--- src/rtl/relu_maxpool_2x2.sv ---
// ReLU + INT8 requantize + 2x2/stride-2 max pool on a raster conv stream (RELU_POOL_ROUND_EN: round-half-up).
// Latency: valid_in of the (odd,odd) sample of a window to valid_out is 2 cycles, fixed.
// Backpressure: none; one sample per cycle accepted, downstream must always take valid_out.
`timescale 1ns/1ps
module relu_maxpool_2x2 #(
   parameter int IN_COL = 126,
   parameter int IN_ROW = 126,
   parameter int DIN_W  = 18,
   parameter int DOUT_W = 8
)(
   input  logic                    clk,
   input  logic                    rst_n,
   input  logic                    valid_in,
   input  logic signed [DIN_W-1:0] din,
   input  logic [4:0]              shift,
   output logic                    valid_out,
   output logic [DOUT_W-1:0]       dout,
   output logic                    frame_done
);

   localparam int QW       = 7;
   localparam int HALF_COL = IN_COL / 2;
   localparam int HALF_ROW = IN_ROW / 2;
   localparam int CW       = (IN_COL > 1) ? $clog2(IN_COL) : 1;
   localparam int RW       = (IN_ROW > 1) ? $clog2(IN_ROW) : 1;
   localparam int LBW      = (HALF_COL > 1) ? $clog2(HALF_COL) : 1;

   localparam logic [CW-1:0] COL_MAX  = CW'(IN_COL - 1);
   localparam logic [RW-1:0] ROW_MAX  = RW'(IN_ROW - 1);
   localparam logic [CW-1:0] COL_LWIN = CW'(2 * HALF_COL - 1);
   localparam logic [RW-1:0] ROW_LWIN = RW'(2 * HALF_ROW - 1);

   function automatic logic [QW-1:0] max2(input logic [QW-1:0] a, input logic [QW-1:0] b);
      return (a > b) ? a : b;
   endfunction

   // Stage 1: ReLU, optional rounding, shift, saturate to 0..127
   logic [DIN_W:0]  relu_v;
   logic [DIN_W:0]  sum_v;
   logic [DIN_W:0]  shr_v;
   logic [QW-1:0]   q_n;

   always_comb begin
      relu_v = din[DIN_W-1] ? '0 : {1'b0, din};
      sum_v  = relu_v;
`ifdef RELU_POOL_ROUND_EN
      if (shift != 5'd0)
         sum_v = relu_v + ((DIN_W+1)'(1) << (shift - 5'd1));
`endif
      shr_v = sum_v >> shift;
      q_n   = (shr_v > (DIN_W+1)'(127)) ? 7'd127 : shr_v[QW-1:0];
   end

   logic [QW-1:0] q_r;
   logic          q_vld;

   always_ff @(posedge clk or negedge rst_n) begin
      if (!rst_n) begin
         q_r   <= '0;
         q_vld <= 1'b0;
      end else begin
         q_vld <= valid_in;
         if (valid_in)
            q_r <= q_n;
      end
   end

   // Stage 2: position tracking and pooling
   logic [CW-1:0]  col;
   logic [RW-1:0]  row;
   logic [QW-1:0]  h;
   logic [QW-1:0]  linebuf [HALF_COL];
   logic [LBW-1:0] lb_idx;
   logic [QW-1:0]  lb_rd;
   logic           win_last;

   assign lb_idx   = LBW'(col >> 1);
   assign lb_rd    = linebuf[lb_idx];
   assign win_last = (col == COL_LWIN) && (row == ROW_LWIN);

   // Row buffer holds the even-row pair maxima; always written before read within a frame
   always_ff @(posedge clk) begin
      if (q_vld && col[0] && !row[0])
         linebuf[lb_idx] <= max2(h, q_r);
   end

   always_ff @(posedge clk or negedge rst_n) begin
      if (!rst_n) begin
         col        <= '0;
         row        <= '0;
         h          <= '0;
         valid_out  <= 1'b0;
         dout       <= '0;
         frame_done <= 1'b0;
      end else begin
         valid_out  <= 1'b0;
         frame_done <= 1'b0;
         if (q_vld) begin
            if (col == COL_MAX) begin
               col <= '0;
               row <= (row == ROW_MAX) ? '0 : row + 1'b1;
            end else begin
               col <= col + 1'b1;
            end

            if (!col[0]) begin
               h <= q_r;
            end else if (row[0]) begin
               dout       <= DOUT_W'(max2(lb_rd, max2(h, q_r)));
               valid_out  <= 1'b1;
               frame_done <= win_last;
            end
         end
      end
   end

endmodule
--- config.mk ---
export PLATFORM = sky130hd
export DESIGN_NAME = relu_maxpool_2x2
export DESIGN_NICKNAME = d
export VERILOG_FILES = /design/src/rtl/relu_maxpool_2x2.sv
export SDC_FILE = /design/constraint.sdc
export NUM_CORES = 1
export LEC_CHECK = 0
export CORE_ASPECT_RATIO = 0.5
export CORE_MARGIN = 3
export CORE_UTILIZATION = 45
export DETAILED_ROUTE_END_ITERATION = 12
export PLACE_DENSITY_LB_ADDON = 0.05
export RECOVER_POWER = 25
export REMOVE_ABC_BUFFERS = 1
export SYNTH_ARGS = -nofsm -noshare
export SYNTH_HDL_FRONTEND = slang
export SYNTH_SLANG_ARGS = --single-unit
--- constraint.sdc ---
create_clock -name clk -period 16.3 [get_ports clk]
set_input_delay 4.89 -clock clk [delete_from_list [all_inputs] [get_ports clk]]
set_output_delay 4.89 -clock clk [all_outputs]
set_load 0.01 [all_outputs]
==> results.yml <==
sta:
  hold_viol: 0
  fin_crit_ps: 7420
  setup_tns_ps: 0
  skew_ps: 30.4
  hold_slack_ps: 488
  post-route-period-util: 0.455
  setup_viol: 0
  maxSlewViolCount: 261
  tightest_slew_ps: 3330
  fmax_ghz: 0.135
  rsz0062_at_grt: "no"
  slew-limit-headroom: -1.22
logic_synthesis:
  yosysUniqueCellTypes: 80
  yosysTopAreaCell: "edfxtp_1"
  ys_seq_elements: 479
  yosysMostFrequentCell: "edfxtp_1"
  synth-seq-area-share: 0.715
  synthCells: 1335
  synthArstFlopShare: 0.0793
  yosysTopAreaCellShare: 0.667
  synth_edf_count: 441
  synth_common_cells: "edfxtp_1, nor2_1, o22ai_1"
  avgSynthCellArea_um2: 14.9
  synth.area.top_cells: "edfxtp_1, dfrtp_1, a22oi_1"
  yosysWarningCount: 0
  synth_ff_type: "edfxtp_1"
  syn-cell-area_um2: 19900
detailed_routing:
  wire_per_inst_um: 29.5
  drc: 0
  num_vias: 12600
  routed_via_density: 6.39
  first_iter_violations: 1576
  dr.pass1.iters: 6
  antenna_left: 0
  routed_wl_um: 57900
global_route:
  grtUsageMet2: 0.353
  globalRouteOverflowTotal: 0
  grt_pass1_vias: 12100
  antenna_found_initial: 1
  grt_busiest_layer: "met1"
  grt_pass1_wl_um: 83800
  grt_use_met3: 0.0795
  grt_max_degree: 67
  track_usage: 0.247
  use_met1: 0.371
floorplanning:
  fp-row-count: 53
  ioPinCount: 36
  fp.dieArea_um2: 46900
  die_y_um: 155
  die_w_um: 303
  core_area_um2: 42800
  start_util: 0.464
clock_tree:
  clock-sinks: 479
  htree_levels: 2
  cts_hold_buffers: 0
  cts.reportedPaths.clkPinSlew_ps: 60
  ctsResizeCount: 0
  clock_latency_ps: 590
  clockBufferDepth: 3
  cts-root-buf: "clkbuf_16"
  cts_tree: "done"
  cts_buffers: 43
  post_cts_buffers: 0
final_layout:
  finalNetCount: 1396
  layout.cells.non_filler: 1965
  n_antenna_cell: 0
  n_fill_cell: 3572
  drive_above_1_share: 0.102
  area_growth_pct: 11.3
power:
  leakage_uw: 0.00722
  p_per_area_nw_per_um2: 174
  finalPower_uw: 3840
  vdd_drop_max_mv: 0.0984
worst_setup_path:
  crit_path_end_kind: "flop"
  worstSetupPathType: "in -> reg"
  crit_path_start_kind: "input port"
  cp_max_fo: 19
  slowest_delay_ps: 1150
  crit_path_cell_trace: "clkdlybuf4s50_1 > mux4_2 > nor2_1 > nor2_1 > nor4_1 > o21ai_0 > nand2_1 > a21boi_0 > o21ai_0"
  worst_path_max_delay_cell: "clkdlybuf4s50_1"
  critPathArrivalTime_ps: 7850
  required_ps: 16740
flow_run:
  maxCapViolations: 5
outcome:
  violations: "max-capacitance violations, max-slew violations"
  outcome: "complete, but fails checks"
placement:
  gp_congestion: 0.910
  dp_hpwl_um: 36000
  placed_cells: 1885
  io_buffers: 34
min_path:
  hold_class: "reg -> reg"
registers in the layout, summed over array words and instances (netlist names):
signal	flops
linebuf	441
col	7
dout	7
h	7
q_r	7
row	7
frame_done	1
q_vld	1
valid_out	1
area by class of cell:
type                    instances  area (µm²)  share of cell area
clock inverters                35         362              0.0164
flip-flops and latches        479       14200               0.642
clock buffers                  45        1080              0.0490
repair buffers                 57         485              0.0220
inverters                      24        90.1             0.00408
multi-input cells             748        5160               0.233
well taps                     577         722              0.0327
cells in the final DEF, fill, tap and decap left out, drive strengths merged, types with 9 or more instances in the layout:
cell             n
edfxtp         441
nor2           100
o22ai           78
a22oi           72
nand2           68
clkbuf          51
o21ai           39
dfrtp           38
clkdlybuf4s50   33
a21oi           31
nand3           30
mux2i           28
clkinv          26
nor3            25
inv             25
nand4           19
buf             18
ha              17
a221oi          15
mux4            15
mux2            14
nor4            13
a31oi           11
a21o            10
a22o             9
o31ai            9
per-stage QoR:
| stage | instance area, µm² | setup WS [ps] | util |
|---|---|---|---|
| 3_3_place_gp | 20700 | 8370 | 0.484 |
| 4_1_cts | 22100 | 8930 | 0.518 |
| 6_report | 22100 | 8880 | 0.517 |
| 2_1_floorplan | 19400 | 9940 | - |
| 3_5_place_dp | 20700 | 8330 | 0.484 |
| 5_1_grt | 22100 | 8550 | 0.517 |
where the power goes:
group	internal (µW)	switching (µW)	total (µW)	leakage (µW)
logic	343	900	1240	0.00200
clock network	584	472	1060	0.000702
registers	1510	32.5	1540	0.00452
total	2440	1400	3840	0.00722
worst max-delay path: cells and delay by family:
kind	cells	cell delay (ps)
buffers and inverters	1	1150
multiplexers	1	630
AND/OR/NAND/NOR	4	680
AO/OA/AOI/OAI	3	500
layer usage:
layer | wire [µm] | vias up
met4 | 1080 | 2
met1 | 25500 | 6442
met3 | 6690 | 95
met5 | 10 | -
met2 | 24600 | 615
li1 | - | 5398
worst paths after layout:
| path | from | depth (start not counted) | slack, ps | endpoint |
|---|---|---|---|---|
| min reg2reg | row[6] | 1 | 490 | row[6] |
| max reg2reg | col[1] | 15 | 9020 | dout[3] |
| min | row[6] | 1 | 490 | row[6] |
| max in group asynchronous | rst_n | 1 | 11280 | col[1] |
| min in group asynchronous | rst_n | 1 | 4420 | row[3] |
| max | shift[0] | 9 | 8880 | q_r[0] |
kinds of logic (layout without fill, tap and decap cells):
kind of cell / Yosys count / after routing / share of synthesized area
buffers and inverters: 108 / 161 / 0.0266
AOI/OAI and AO/OA: 332 / 332 / 0.118
xor gates and xnor gates: 4 / 4 / 0.00176
DFF: 479 / 479 / 0.715
adders and majority gates: 17 / 17 / 0.0107
muxes: 57 / 57 / 0.0394
and+or+nand+nor: 337 / 337 / 0.0891
other: 1 / 1 / 0.000189
Note: power is estimated with default switching activity, not from simulation.
